<file path="src/rtl/uart_tx_arbiter.sv">
// -----------------------------------------------------------------------------
// uart_tx_arbiter
//
// Shares one UART transmitter among three byte-stream requesters
// (0 = banner/prompt FSM, 1 = cipher output, 2 = status/diagnostic).
// Requesters are served round-robin. A requester keeps the transmitter
// (packet lock) until it presents a byte flagged req_last, so a multi-byte
// message is never interleaved with bytes from another requester.
//
// Only one byte is ever in flight. After each start strobe the arbiter waits
// for the UART busy flag to rise (bounded by BUSY_WAIT cycles) and then fall.
//
// Ports:
//   clk        in   system clock (12 MHz)
//   rst_n      in   asynchronous active-low reset
//   req_valid  in   [NREQ]    per-requester byte valid
//   req_data   in   [8*NREQ]  per-requester byte, [8i+7:8i] = requester i
//   req_last   in   [NREQ]    byte closes a packet and releases the lock
//   req_ready  out  [NREQ]    one-cycle accept pulse for the granted requester
//   tx_start   out  one-cycle start strobe to the UART TX block
//   tx_data    out  [8] byte to the UART, stable from tx_start until busy falls
//   tx_busy    in   UART TX busy flag
//   grant_id   out  [2] current or most recently granted requester
//   locked     out  a packet lock is held
//
// Optional feature (macro UART_ARB_STATS_EN):
//   byte_cnt   out  [16*NREQ] saturating count of accepted bytes per requester
//   drop_cnt   out  [8]       saturating count of locks dropped by hold timeout
// With the macro undefined these ports and counters do not exist.
// -----------------------------------------------------------------------------
module uart_tx_arbiter #(
   parameter int NREQ         = 3,
   parameter int BUSY_WAIT    = 4,
   parameter int HOLD_TIMEOUT = 12000
) (
   input  logic              clk,
   input  logic              rst_n,
   input  logic [NREQ-1:0]   req_valid,
   input  logic [8*NREQ-1:0] req_data,
   input  logic [NREQ-1:0]   req_last,
   output logic [NREQ-1:0]   req_ready,
   output logic              tx_start,
   output logic [7:0]        tx_data,
   input  logic              tx_busy,
   output logic [1:0]        grant_id,
   output logic              locked
`ifdef UART_ARB_STATS_EN
   ,
   output logic [16*NREQ-1:0] byte_cnt,
   output logic [7:0]         drop_cnt
`endif
);

   localparam int BW_W   = $clog2(BUSY_WAIT + 1);
   localparam int IDLE_W = $clog2(HOLD_TIMEOUT + 1);

   localparam logic [BW_W-1:0]   BUSY_LAST = BW_W'(BUSY_WAIT - 1);
   localparam logic [IDLE_W-1:0] HOLD_LAST = IDLE_W'(HOLD_TIMEOUT - 1);

   typedef enum logic [1:0] {
      S_IDLE      = 2'd0,
      S_ISSUE     = 2'd1,
      S_WAIT_BUSY = 2'd2,
      S_WAIT_DONE = 2'd3
   } state_t;

   // Requester index successor, modulo 3.
   function automatic logic [1:0] next_idx(input logic [1:0] v);
      return (v == 2'd2) ? 2'd0 : v + 2'd1;
   endfunction

   state_t              state_q,    state_d;
   logic [1:0]          grant_q,    grant_d;
   logic                locked_q,   locked_d;
   logic [1:0]          rr_ptr_q,   rr_ptr_d;
   logic                last_q,     last_d;
   logic [7:0]          tx_data_q,  tx_data_d;
   logic [BW_W-1:0]     busy_cnt_q, busy_cnt_d;
   logic [IDLE_W-1:0]   idle_cnt_q, idle_cnt_d;

   logic [1:0]          cand1;
   logic [1:0]          cand2;
   logic [1:0]          pick;
   logic                any_valid;
   logic                hold_drop;

   // Round-robin search starting at rr_ptr: rr_ptr, rr_ptr+1, rr_ptr+2.
   always_comb begin
      cand1     = next_idx(rr_ptr_q);
      cand2     = next_idx(cand1);
      any_valid = |req_valid;
      pick      = rr_ptr_q;
      if (req_valid[rr_ptr_q]) begin
         pick = rr_ptr_q;
      end else if (req_valid[cand1]) begin
         pick = cand1;
      end else if (req_valid[cand2]) begin
         pick = cand2;
      end
   end

   // Locked owner has been silent for HOLD_TIMEOUT idle cycles: this cycle
   // is the last one the lock is held.
   assign hold_drop = (state_q == S_IDLE) && locked_q && !req_valid[grant_q] &&
                      (idle_cnt_q == HOLD_LAST);

   always_comb begin
      state_d    = state_q;
      grant_d    = grant_q;
      locked_d   = locked_q;
      rr_ptr_d   = rr_ptr_q;
      last_d     = last_q;
      tx_data_d  = tx_data_q;
      busy_cnt_d = busy_cnt_q;
      idle_cnt_d = idle_cnt_q;

      case (state_q)
         S_IDLE: begin
            // The byte is latched on the way into ISSUE so that tx_data is
            // already valid during the tx_start cycle.
            if (locked_q) begin
               if (req_valid[grant_q]) begin
                  if (!tx_busy) begin
                     state_d    = S_ISSUE;
                     idle_cnt_d = '0;
                     tx_data_d  = req_data[{grant_q, 3'b000} +: 8];
                  end
               end else if (hold_drop) begin
                  locked_d   = 1'b0;
                  idle_cnt_d = '0;
               end else begin
                  idle_cnt_d = idle_cnt_q + 1'b1;
               end
            end else if (any_valid && !tx_busy) begin
               grant_d    = pick;
               locked_d   = 1'b1;
               state_d    = S_ISSUE;
               idle_cnt_d = '0;
               tx_data_d  = req_data[{pick, 3'b000} +: 8];
            end
         end

         S_ISSUE: begin
            last_d     = req_last[grant_q];
            busy_cnt_d = '0;
            state_d    = S_WAIT_BUSY;
         end

         S_WAIT_BUSY: begin
            // Give up waiting for busy after BUSY_WAIT cycles so a UART that
            // never raises busy cannot stall the arbiter.
            if (tx_busy || (busy_cnt_q == BUSY_LAST)) begin
               state_d = S_WAIT_DONE;
            end else begin
               busy_cnt_d = busy_cnt_q + 1'b1;
            end
         end

         S_WAIT_DONE: begin
            if (!tx_busy) begin
               state_d = S_IDLE;
               if (last_q) begin
                  // Packet finished: previous grantee drops to lowest priority.
                  locked_d = 1'b0;
                  rr_ptr_d = next_idx(grant_q);
               end
            end
         end

         default: begin
            state_d = S_IDLE;
         end
      endcase
   end

   always_ff @(posedge clk or negedge rst_n) begin
      if (!rst_n) begin
         state_q    <= S_IDLE;
         grant_q    <= 2'd0;
         locked_q   <= 1'b0;
         rr_ptr_q   <= 2'd0;
         last_q     <= 1'b0;
         tx_data_q  <= 8'h00;
         busy_cnt_q <= '0;
         idle_cnt_q <= '0;
      end else begin
         state_q    <= state_d;
         grant_q    <= grant_d;
         locked_q   <= locked_d;
         rr_ptr_q   <= rr_ptr_d;
         last_q     <= last_d;
         tx_data_q  <= tx_data_d;
         busy_cnt_q <= busy_cnt_d;
         idle_cnt_q <= idle_cnt_d;
      end
   end

   // Strobes decode straight from registered state, so they are glitch-free
   // and drop to zero the instant reset is asserted.
   always_comb begin
      req_ready = '0;
      if (state_q == S_ISSUE) begin
         req_ready[grant_q] = 1'b1;
      end
   end

   assign tx_start = (state_q == S_ISSUE);
   assign tx_data  = tx_data_q;
   assign grant_id = grant_q;
   assign locked   = locked_q;

`ifdef UART_ARB_STATS_EN
   logic [16*NREQ-1:0] byte_cnt_q, byte_cnt_d;
   logic [7:0]         drop_cnt_q, drop_cnt_d;

   always_comb begin
      byte_cnt_d = byte_cnt_q;
      for (int i = 0; i < NREQ; i++) begin
         if (req_ready[i] && (byte_cnt_q[16*i +: 16] != 16'hFFFF)) begin
            byte_cnt_d[16*i +: 16] = byte_cnt_q[16*i +: 16] + 16'd1;
         end
      end
      drop_cnt_d = drop_cnt_q;
      if (hold_drop && (drop_cnt_q != 8'hFF)) begin
         drop_cnt_d = drop_cnt_q + 8'd1;
      end
   end

   always_ff @(posedge clk or negedge rst_n) begin
      if (!rst_n) begin
         byte_cnt_q <= '0;
         drop_cnt_q <= 8'h00;
      end else begin
         byte_cnt_q <= byte_cnt_d;
         drop_cnt_q <= drop_cnt_d;
      end
   end

   assign byte_cnt = byte_cnt_q;
   assign drop_cnt = drop_cnt_q;
`endif

endmodule

</file>
<file path="config.mk">
export PLATFORM = sky130hd
export DESIGN_NAME = uart_tx_arbiter
export DESIGN_NICKNAME = d
export VERILOG_FILES = /design/src/rtl/uart_tx_arbiter.sv
export SDC_FILE = /design/constraint.sdc
export NUM_CORES = 1
export LEC_CHECK = 0
export BUFFER_PORTS_ARGS = -buffer_cell sky130_fd_sc_hd__buf_2
export CAP_MARGIN = 20
export CORE_ASPECT_RATIO = 1.5
export CORE_MARGIN = 2
export CORE_UTILIZATION = 59
export DETAILED_ROUTE_END_ITERATION = 16
export PLACE_DENSITY = 0.84
export SLEW_MARGIN = 10
export SYNTH_ARGS = -nofsm -noshare
export SYNTH_HDL_FRONTEND = slang
export SYNTH_SLANG_ARGS = --single-unit
export TNS_END_PERCENT = 30
</file>
<file path="constraint.sdc">
create_clock -name clk -period 4.45 [get_ports clk]
set_clock_uncertainty 0.15 [all_clocks]
set_input_delay 0.445 -clock clk [delete_from_list [all_inputs] [get_ports clk]]
set_output_delay 0.445 -clock clk [all_outputs]
set_load 0.01 [all_outputs]
</file>
Yosys cells after proc, flatten, opt, wreduce, memory -nomap -nowiden
Cells that the tools add are included.
{"block": "totals", "regBits": 33, "inputBits": 33, "output_inout_bits": 15, "elab_cells": 104}
{"block": "classes", "n_addsub": 5, "magnitude_cmp": 5, "n_eq_ne": 18, "shift": 2, "mux": 44, "bitwise": 2, "reduce_logical": 20}
{"operator": "14-bit two-way mux", "n": 5}
{"operator": "24-bit by 6-bit variable part select with 8-bit output", "n": 2}
{"operator": "8-bit two-way mux", "n": 4}
{"operator": "2-bit two-way mux", "n": 12}
{"operator": "14-bit by 1-bit adder with 14-bit output, second input constant", "n": 1}
{"operator": "14-bit equality test, second input constant", "n": 1}
{"operator": "2-bit by 3-bit < comparator with 1-bit output, second input constant", "n": 4}
{"operator": "1-bit two-way mux", "n": 12}
{"operator": "3-bit AND reduction", "n": 4}
{"operator": "1-bit binary-select mux with 2-bit select", "n": 5}
{"operator": "2-bit equality test, second input constant", "n": 5}
{"operator": "2-bit inequality test, second input constant", "n": 5}
{"operator": "2-bit one-hot mux with 4 select lines", "n": 1}
{"operator": "2-bit by 1-bit adder with 2-bit output, second input constant", "n": 3}
{"operator": "3-bit two-way mux", "n": 2}
{"operator": "3-bit by 2-bit inequality test with 1-bit output, second input constant", "n": 2}
{"operator": "3-bit inequality test, second input constant", "n": 2}
{"operator": "3-bit one-hot mux with 2 select lines", "n": 1}
{"operator": "2-bit nonzero test", "n": 3}
{"operator": "1-bit logical AND", "n": 5}
{"operator": "5-bit AND reduction", "n": 1}
{"operator": "4-bit AND reduction", "n": 1}
{"operator": "3-bit by 1-bit adder with 3-bit output, second input constant", "n": 1}
{"operator": "3-bit by 2-bit equality test with 1-bit output, second input constant", "n": 1}
{"operator": "other kinds (11)", "n": 13}

Longest topological paths before layout
Gate-level depths: netlist of the first run.
{"block": "depth", "word_depth": 12, "depth_mapped": 8, "ltp_nobuf": 7}

Worst setup path after synthesis of the first run
OpenSTA, ideal clock, no wires.
{"block": "synth_timing", "path_type": "input to register", "start": "input req_valid[0]", "end": "register state_q[1]", "setup_time_ns": 0.127, "t_arrival_ns": 1.677, "t_required_ns": 4.173, "setup_slack_ns": 2.496, "stages": 6, "n_path_buf": 1, "path_cell_list": "buf_2 > mux2i_1 > o211ai_2 > nand2_1 > a222oi_1 > mux2_1"}
{"block": "synth_between", "elab_chain_cells": 4, "elab_cells_between_ends": 7, "classes_between": "eq/ne: 2; mux: 2; reduce/logical: 3"}
{"element": "start, declared", "line_no": "38", "text": "input logic [NREQ-1:0] req_valid,"}
{"element": "1-bit binary-select mux with 2-bit select / 3-bit OR reduction (equally long branches)", "line_no": "122, 91"}
{"element": "1-bit two-way mux (not written as such) / 1-bit logical AND (equally long branches)", "line_no": "122, 134"}
{"element": "3-bit by 2-bit inequality test with 1-bit output (no source line)"}
{"element": "5-bit AND reduction (no source line) *"}
{"element": "end signal, assigned", "line_no": "187", "text": "state_q <= state_d;"}
{"element": "end, declared", "line_no": "72", "text": "state_t state_q, state_d;"}
Mark *: on every way between the ends. The rest lies on a longest branch, timed or not. The select of a mux whose other input is x is not followed.
A chain may end at the register's enable or synchronous reset.

Worst setup path in the final report of the first run
{"block": "layout_timing", "start": "register grant_q[1] (netlist: grant_id[1])", "end": "register state_q[1]"}
{"block": "layout_between", "elab_chain_cells": 4}
{"element": "start, declared", "line_no": "73", "text": "logic [1:0] grant_q, grant_d;"}
{"element": "start signal, assigned", "line_no": "188", "text": "grant_q <= grant_d;"}
{"element": "1-bit binary-select mux with 2-bit select", "line_no": "122", "text": "if (req_valid[grant_q]) begin"}
{"element": "1-bit two-way mux (not written as such)", "line_no": "122"}
{"element": "3-bit by 2-bit inequality test with 1-bit output (no source line)"}
{"element": "5-bit AND reduction (no source line)"}
Every way passes these cells. The select of a mux whose other input is x is not followed.

==> results_dict.tcl, run 1 <==
set metrics [dict create \
    setup_tns_ns 0 \
    top_layer "met4" \
    synth_area_leaders "dfrtp_1 (37%), o21ai_1 (4.8%), ha_1 (4.5%)" \
    syn_avg_cell_area_um2 8.550 \
    wire_per_inst_um 15.08 \
    ctsHoldBuffers 0 \
    dieArea_um2 4254 \
    dr.pass1.iters 4 \
    dp_hpwl_um 3860 \
    tightest_slew_ns 0.8392 \
    cts_made_buffers 5 \
    finalCriticalPeriod_ns 2.419 \
    cts_tree "built" \
    outcome "finished, final reports clean" \
    synth_edf_count 0 \
    drc 0 \
    syn_area_um2 2206 \
    ys_seq_area_frac 0.3744 \
    syn-instance-count 258 \
    fmax_mhz 413.4 \
    coreArea_um2 3615 \
    worstPathArrival_ns 2.44 \
    htreeDepth 2 \
    rows 27 \
    num_io_pins 48 \
    drv_slew 0 \
    r2r_slack_ns 2.03 \
    syn_nets 299 \
    clkLatencyLatePin_ns 0.29 \
    cts.root.buffer_cell "clkbuf_8" \
    routed-wl-met2_um 2823 \
    gp_congestion 0.8015 \
    powerDensity_nw_per_um2 589.9 \
    clkSinkCount 33 \
    drive_gt1_frac 0.2107 \
    antenna_left 0 \
    cp_max_fo 13 \
    cts_resized 0 \
    final_nets 339 \
    crit_required_ns 4.47 \
    vias 2062 \
    syn2layout_area_growth_pct 14.35 \
    hold_viol 0 \
    synth_cell_types 50 \
    post-route-period-util 0.5436 \
    antenna_found_initial 0 \
    peakVddDrop_v 0.0004566 \
    grt_max_degree 34 \
    globalRouteTotalUtil 0.2726 \
    drt_iter0_markers 49 \
    overflow 0 \
    ys.flop_type "dfrtp_1" \
    clock_path_buffers 2 \
    static-leakage-power_nw 1.141 \
    end_kind "register" \
    via_per_inst 6.029 \
    cap_violations 0 \
    start_util 0.6102 \
    die_h_um 78.89 \
    clk_pin_slew_ns 0.07 \
    grt_pass1_wl_um 8735 \
    num_antenna_cells 0 \
    hp-class "in2async" \
    synth_top_area_frac 0.3744 \
    ys_warn_count 0 \
    synthArstFlopShare 1.000 \
    rsz0062_at_grt "false" \
    routed_wl_um 5158 \
    ys_ff_latch 33 \
    io_buffers 47 \
    synth_top_area_cell "dfrtp_1" \
    slew_headroom 0.4368 \
    grt_pass1_vias 1976 \
    wl_met3_um 211 \
    m1WireLength_um 2061 \
    setup_viol 0 \
    finalPower_w 0.001488 \
    die_x_um 53.93 \
    postCtsSetupBuffers 0 \
    startpoint_type "register" \
    crit_type "reg2reg" \
]
==> through the flow <==
step,setup WS [ns],cells,utilization,hold WS (ns),cell area (µm²)
6_report,2.031,342,0.6978,0.06067,2522
3_3_place_gp,2.137,334,0.6698,0.3430,2421
3_5_place_dp,2.014,334,0.6698,0.3537,2421
4_1_cts,2.091,342,0.6978,0.08132,2522
5_1_grt,1.813,342,0.6978,0.1305,2522
2_1_floorplan,2.496,258,-,-0.0005911,2206
==> report_power, final <==
part | switching, W | internal, W
Clock | 0.000113 | 0.000140
Sequential | 0.000120 | 0.000395
Combinational | 0.000412 | 0.000309
==> cell families (layout without fill, tap and decap cells) <==
logic type,Yosys count,count (layout),synth area share
muxes,6,6,0.02893
DFF,33,33,0.3744
AOI/OAI and AO/OA,78,78,0.2343
and+or+nand+nor,106,106,0.2592
xor gates and xnor gates,1,1,0.003971
buffers and inverters,26,67,0.05388
adders and majority gates,8,8,0.04538
==> cell type report <==
type                       instances  area (µm²)
multi-input combinational        199        1261
fill                             285        1092
sequential                        33       825.8
timing repair buffer              47       235.2
clock buffer                       7       96.34
tap                               43       53.80
inverter                          12       45.04
clock inverter                     1       5.005
==> worst paths after layout <==
kind	from	end	cells past startpoint
max in group asynchronous	rst_n	busy_cnt_q[1]	1
worst min register to register	last_q	last_q	2
min in group clk	req_last[2]	last_q	3
worst min-delay path	rst_n	idle_cnt_q[10]	1
worst max register to register	grant_id[1]	state_q[1]	5
worst max-delay path	grant_id[1]	state_q[1]	5
==> metal layers <==
metal,GRT usage,up-vias
li1,-,1019
met1,0.2945,978
met2,0.5098,59
met3,0.04699,6
met4,0.08205,0
met5,0,-
==> critical path: stages (launching register included) <==
cell	delay (ns)
dfrtp_1	0.50
mux2i_1	0.21
o211ai_2	0.51
nand2_1	0.12
a222oi_1	0.45
mux2_1	0.37
==> flip-flops by register name (all words and copies together), names as in the netlist <==
signal,count
locked,1
busy_cnt_q,3
idle_cnt_q,14
last_q,1
rr_ptr_q,2
state_q,2
tx_data,8
grant_id,2
==> cells in the mapped netlist (5+ instances only) <==
cell type / number
dfrtp_1: 33
a21oi_1: 10
nand3b_1: 5
a31oi_1: 8
ha_1: 8
a21boi_1: 7
buf_2: 8
o21ai_0: 11
nor3_1: 13
o21ai_1: 21
nor2_1: 20
inv_1: 12
nand2_1: 22
and3_1: 11
nand3_1: 12
==> cell usage in the layout (no fill, tap or decap), types with 2 or more instances in the layout <==
cell type  synthesis  final
buf_2              8     47
dfrtp_1           33     33
nand2_1           22     22
o21ai_1           21     21
nor2_1            20     20
nor3_1            13     13
inv_1             12     12
nand3_1           12     12
and3_1            11     11
o21ai_0           11     11
a21oi_1           10     10
a31oi_1            8      8
ha_1               8      8
a21boi_1           7      7
clkbuf_8           0      7
nand3b_1           5      5
nand2b_1           4      4
a22o_1             4      4
or3_1              4      4
mux2i_1            3      3
nand4_1            3      3
o21a_1             2      2
or2b_1             2      2
o22ai_1            2      2
and2_1             2      2
a22oi_1            2      2
mux2_2             2      2
Note: power is estimated with default switching activity, not from simulation.
==> inputs of run 2 (changes only) <==
ABC_AREA = 1   (was not set)
CORE_UTILIZATION = 49   (was 59)
PLACE_DENSITY = 0.74   (was 0.84)
clock period = 2.05 ns   (was 4.45 ns; I/O delays follow)
==> run 2 against run 1 <==
Against the previous run:
- sequential power up 120%
- register-to-register slack worse by 1.9 ns
- maximum frequency up 27%
- critical endpoint is now idle_cnt_q[6]
- largest power group unchanged
==> results_dict.tcl, run 2 <==
set metrics [dict create \
    clkLatencyLatePin_ns 0.28 \
    hold_viol 0 \
    post-route-period-util 0.9281 \
    syn-instance-count 302 \
    fin_ws_ns 0.1474 \
    dieArea_um2 5020 \
    drive_gt1_frac 0.2269 \
    dr.pass1.iters 4 \
    grt_pass1_wl_um 8004 \
    start_util 0.5146 \
    dp_hpwl_um 3540 \
    antenna_left 0 \
    final_cell_mix "inv_1 (53), nand2_1 (49), buf_2 (47), nor2_1 (38), dfrtp_1 (33)" \
    powerDensity_nw_per_um2 1425 \
    cts_made_buffers 5 \
    grt_max_degree 34 \
    via_per_inst 5.030 \
    num_io_pins 48 \
    cts_tree "built" \
    syn2layout_area_growth_pct 20.56 \
    ys_ff_latch 33 \
    static-leakage-power_nw 1.419 \
    crit_required_ns 2.07 \
    synth.most_common_cell "inv_1" \
    ys.flop_type "dfrtp_1" \
    pre_cts_ws_ns 0.1167 \
    outcome "finished, final reports clean" \
    ys_warn_count 0 \
    fmax_mhz 525.6 \
    die_h_um 85.78 \
    synthArstFlopShare 1.000 \
    clock_path_buffers 2 \
    cp_max_fo 9 \
    syn_nets 343 \
    tightest_slew_ns 0.7196 \
    clkSinkCount 33 \
    io_buffers 47 \
    regMostFlops "idle_cnt_q" \
    cap_violations 0 \
    slew_headroom 0.5202 \
    vias 2027 \
    cts.root.buffer_cell "clkbuf_8" \
    rows 29 \
    synth_area_leaders "dfrtp_1 (38%), inv_1 (9.3%), nand2_1 (8.6%)" \
    rsz0062_at_grt "true" \
    syn_avg_cell_area_um2 7.234 \
    synth_top_area_frac 0.3780 \
    postCtsSetupBuffers 0 \
    hp-class "in2reg" \
    ys_seq_area_frac 0.3780 \
    globalRouteTotalUtil 0.1993 \
    htreeDepth 2 \
    drt_iter0_markers 102 \
    synth_edf_count 0 \
    end_kind "register" \
    drc 0 \
    setup_tns_ns 0 \
    num_antenna_cells 0 \
    gp_congestion 0.8934 \
    largest_register_ffs 14 \
    startpoint_type "register" \
    worstPathArrival_ns 1.92 \
    synth_top_area_cell "dfrtp_1" \
    setup_viol 0 \
    crit_type "reg2reg" \
    finalCriticalPeriod_ns 1.903 \
    die_x_um 58.52 \
    final_common_cell "inv_1" \
    coreArea_um2 4245 \
    grt_pass1_vias 1947 \
    final_nets 397 \
    peakVddDrop_v 0.001110 \
    syn_area_um2 2185 \
    wire_per_inst_um 11.28 \
    overflow 0 \
    synthTopCellsByCount "inv_1 (54), nand2_1 (50), nor2_1 (40)" \
    synth_cell_types 35 \
    drv_slew 0 \
    routed_wl_um 4545 \
    antenna_found_initial 0 \
    clk_pin_slew_ns 0.07 \
]
==> run 2: changes by cell type after synthesis, moves of 7 or more <==
cell      before  now
a21boi_1       7    0
a21oi_1       10   24
a31oi_1        8    1
and3_1        11    0
buf_2          8    1
inv_1         12   54
nand2_1       22   50
nand3_1       12   27
nor2_1        20   40
nor3_1        13    4
o21ai_1       21    3
==> run 2: logic make-up (layout without fill, tap and decap cells) <==
kind of cell | Yosys count | in the layout | synth area share
fa+ha+maj | 8 | 8 | 0.04582
buf+inv | 62 | 117 | 0.1140
simple gates | 140 | 140 | 0.2973
flops | 33 | 33 | 0.3780
compound gates | 53 | 53 | 0.1409
xor+xnor | 6 | 6 | 0.02405
==> run 2: cell type report <==
class                   instances  area (µm²)
fillers                       380        1612
well taps                      46       57.56
inverters                      58       217.7
repair buffers                 51       267.8
clock inverters                 3       65.06
clock buffers                   5       68.82
flip-flops and latches         33       825.8
multi-input cells             207        1131
==> run 2: per-stage QoR <==
stage	cell area [µm²]	total power, W	std cells	utilization	hold WS [ns]
after floorplan	2185	0.002575	302	-	-0.2406
after global placement	2469	0.002980	394	0.5815	0.1537
after detailed placement	2469	0.003005	394	0.5815	0.1579
after CTS	2613	0.003741	403	0.6154	0.0008539
after global routing	2634	0.004138	403	0.6204	0.008594
final	2634	0.003753	403	0.6204	0.0008628
==> run 2: critical path: stages, from the launching register on <==
cell and delay (ns):
dfrtp_1 0.39, inv_1 0.11, nand2_1 0.14, inv_2 0.05
a21oi_2 0.22, inv_2 0.04, nand2_1 0.06, nand3_2 0.12
inv_2 0.18, nand2_1 0.12, xor2_1 0.16, nor2_1 0.05
==> run 2: per-layer routing <==
metal,track usage,vias up,share of wire
met5,0,-,0
met4,0.07822,0,0.021
met3,0.03318,12,0.051
met2,0.3432,57,0.50
met1,0.2427,881,0.43
li1,-,1077,-
==> run 2: where the power goes <==
| part | internal (W) | total (W) | switching [W] | leakage (nW) |
|---|---|---|---|---|
| combinational | 0.000693 | 0.00190 | 0.00121 | 0.933 |
| sequential | 0.000920 | 0.00114 | 0.000217 | 0.418 |
| clock | 0.000483 | 0.000716 | 0.000233 | 0.0681 |
| total | 0.00210 | 0.00375 | 0.00166 | 1.42 |
==> run 2: path summary, 6_finish.rpt <==
path	start	end	slack, ns	cells after the start
worst max-delay path	grant_id[1]	idle_cnt_q[6]	0.15	11
worst min-delay path	req_last[2]	last_q	0.0009	3
worst max register to register	grant_id[1]	idle_cnt_q[6]	0.15	11
worst min register to register	busy_cnt_q[2]	busy_cnt_q[2]	0.34	2
max in group asynchronous	rst_n	idle_cnt_q[13]	0.92	2
min in group asynchronous	rst_n	last_q	0.37	2
==> run 2: what timing repair did <==
item                       CTS  global route
setup endpoints to repair    0            12
hold buffers                 1             0
hold endpoints to repair    33             0
gates resized for setup      0             6
==> inputs of run 3 (changes only) <==
RECOVER_POWER = 100   (was not set)
==> run 3 against run 2 <==
Against the previous run:
- critical path depth unchanged
- utilization down 0.24 points
- final area down 0.38%
- wire length up 0.31%
- cell count unchanged
- global-route usage unchanged
- die area unchanged
- sequential power about the same
- setup slack worse by 0.012 ns
- largest cell class unchanged
- largest power group unchanged
==> results_dict.tcl, run 3 (synthesized netlist as in run 2, its figures left out) <==
set metrics [dict create \
    outcome "finished, final reports clean" \
    post-route-period-util 0.9338 \
    routed_wl_um 4559 \
    slowest_delay_ns 0.39 \
    io_buffers 47 \
    hold_ws_ns 0.001638 \
    pwr-share-comb 0.503 \
    drt_iter0_markers 122 \
    switchingPower_w 0.001662 \
    rows 29 \
    dieArea_um2 5020 \
    final_common_cell "inv_1" \
    swShare 0.4449 \
    die_x_um 58.52 \
    fin_ws_ns 0.1356 \
    via_per_inst 5.015 \
    syn2layout_area_growth_pct 20.10 \
    drc 0 \
    cts_made_buffers 5 \
    pwr-share-seq 0.305 \
    grt_pass1_vias 1947 \
    globalRouteTotalUtil 0.1993 \
    cap_violations 0 \
    peakVddDrop_v 0.001110 \
    dp_hpwl_um 3540 \
    powerDensity_nw_per_um2 1424 \
    start_util 0.5146 \
    static-leakage-power_nw 1.399 \
    reg2regPathDepth 11 \
    num_antenna_cells 0 \
    startpoint_type "register" \
    crit_buf_inv 4 \
    hold_viol 0 \
    setup_viol 0 \
    num_io_pins 48 \
    grt_pass1_wl_um 8004 \
    crit_path_end "idle_cnt_q[8]" \
    slew_headroom 0.5197 \
    cp.depth 11 \
    tightest_slew_ns 0.7204 \
    cpMaxStageDelayCell "dfrtp_1" \
    cp_max_fo 9 \
    rsz0062_at_grt "true" \
    r2r_start "grant_id[1]" \
    antenna_left 0 \
    cts.root.buffer_cell "clkbuf_8" \
    largest_register_ffs 14 \
    gp_congestion 0.8934 \
    setup_tns_ns 0 \
    finalCriticalPeriod_ns 1.914 \
    pre_cts_ws_ns 0.1167 \
    clkSinkCount 33 \
    p_int_w 0.002074 \
    vias 2021 \
    die_h_um 85.78 \
    final_nets 397 \
    p_clk_frac 0.192 \
    r2r_slack_ns 0.14 \
    crit_required_ns 2.07 \
    drive_gt1_frac 0.2045 \
    critical-path-top-delay-family "simple AND/OR/NAND/NOR gates" \
    place_inst 394 \
    clk_pin_slew_ns 0.07 \
    final_cell_mix "inv_1 (53), nand2_1 (49), buf_2 (39), nor2_1 (38), dfrtp_1 (33)" \
    crit_type "reg2reg" \
    antenna_found_initial 0 \
    crit_chain "inv_1, nand2_1, inv_2, a21oi_2, inv_2, nand2_1, nand3_2, inv_2, nand2_1, o21ai_0, nor2_1" \
    overflow 0 \
    clock_path_buffers 2 \
    wire_per_inst_um 11.31 \
    worstPathArrival_ns 1.93 \
    worst_r2r_endpoint "idle_cnt_q[8]" \
    dr.pass1.iters 4 \
    htreeDepth 2 \
    crit_start "grant_id[1]" \
    fmax_mhz 522.4 \
    end_kind "register" \
    regMostFlops "idle_cnt_q" \
    hp-class "in2reg" \
    clkLatencyLatePin_ns 0.28 \
    coreArea_um2 4245 \
    stdcell_count 403 \
    drv_slew 0 \
    grt_max_degree 34 \
    cts_tree "built" \
]
run 3: cell types whose count changed in the layout (fill, tap and decap cells not counted):
cell / change
buf_2: -8
clkbuf_1: +8
run 3: through the flow:
stage,utilization,cell area (µm²),power (W)
floorplan,-,2185,0.002575
global placement,0.5815,2469,0.002980
detailed placement,0.5815,2469,0.003005
CTS,0.6154,2613,0.003741
global route,0.6180,2624,0.004121
finish,0.6180,2624,0.003736
run 3: layout make-up:
| class | instances | area (µm²) |
|---|---|---|
| Clock buffer | 5 | 68.82 |
| Tap cell | 46 | 57.56 |
| Fill cell | 388 | 1622 |
| Multi-Input combinational cell | 207 | 1131 |
| Sequential cell | 33 | 825.8 |
| Timing Repair Buffer | 51 | 257.7 |
| Inverter | 58 | 217.7 |
| Clock inverter | 3 | 65.06 |
run 3: metal layers:
metal  track usage  part of all wire  up-vias
met2        0.3432              0.50       45
met5             0                 0        -
met4       0.07822             0.012        0
li1              -                 -     1080
met3       0.03318             0.047        6
met1        0.2427              0.44      890
run 3: worst min path at each step:
stage | startpoint | end | slack, ns | cells after the start
2_1_floorplan | rst_n | busy_cnt_q[0] | -0.24 | 0
4_1_cts | req_last[2] | last_q | 0.0009 | 3
6_report | req_last[2] | last_q | 0.002 | 3
3_5_place_dp | rst_n | busy_cnt_q[0] | 0.16 | 1
3_3_place_gp | rst_n | busy_cnt_q[0] | 0.15 | 1
5_1_grt | req_last[2] | last_q | 0.009 | 3
run 3: power groups by stage:
stage                     Sequential [W]  Combinational, W  Clock [W]
after floorplan                  0.00114           0.00143          0
after global placement           0.00114           0.00184          0
after detailed placement         0.00114           0.00186          0
after CTS                        0.00113           0.00188   0.000734
after global routing             0.00118           0.00218   0.000762
final                            0.00114           0.00188   0.000716
run 3: worst min-delay path: stages:
cell and delay [ns]:
buf_2 0.08, nand2_1 0.05, nand4_1 0.06
run 3: repair_timing:
action                                  in CTS  in global routing
buffers inserted                             0                  0
endpoints found under the setup margin       0                 12
endpoints found under the hold margin       33                  0
hold buffers                                 1                  0
resized for setup                            0                  6
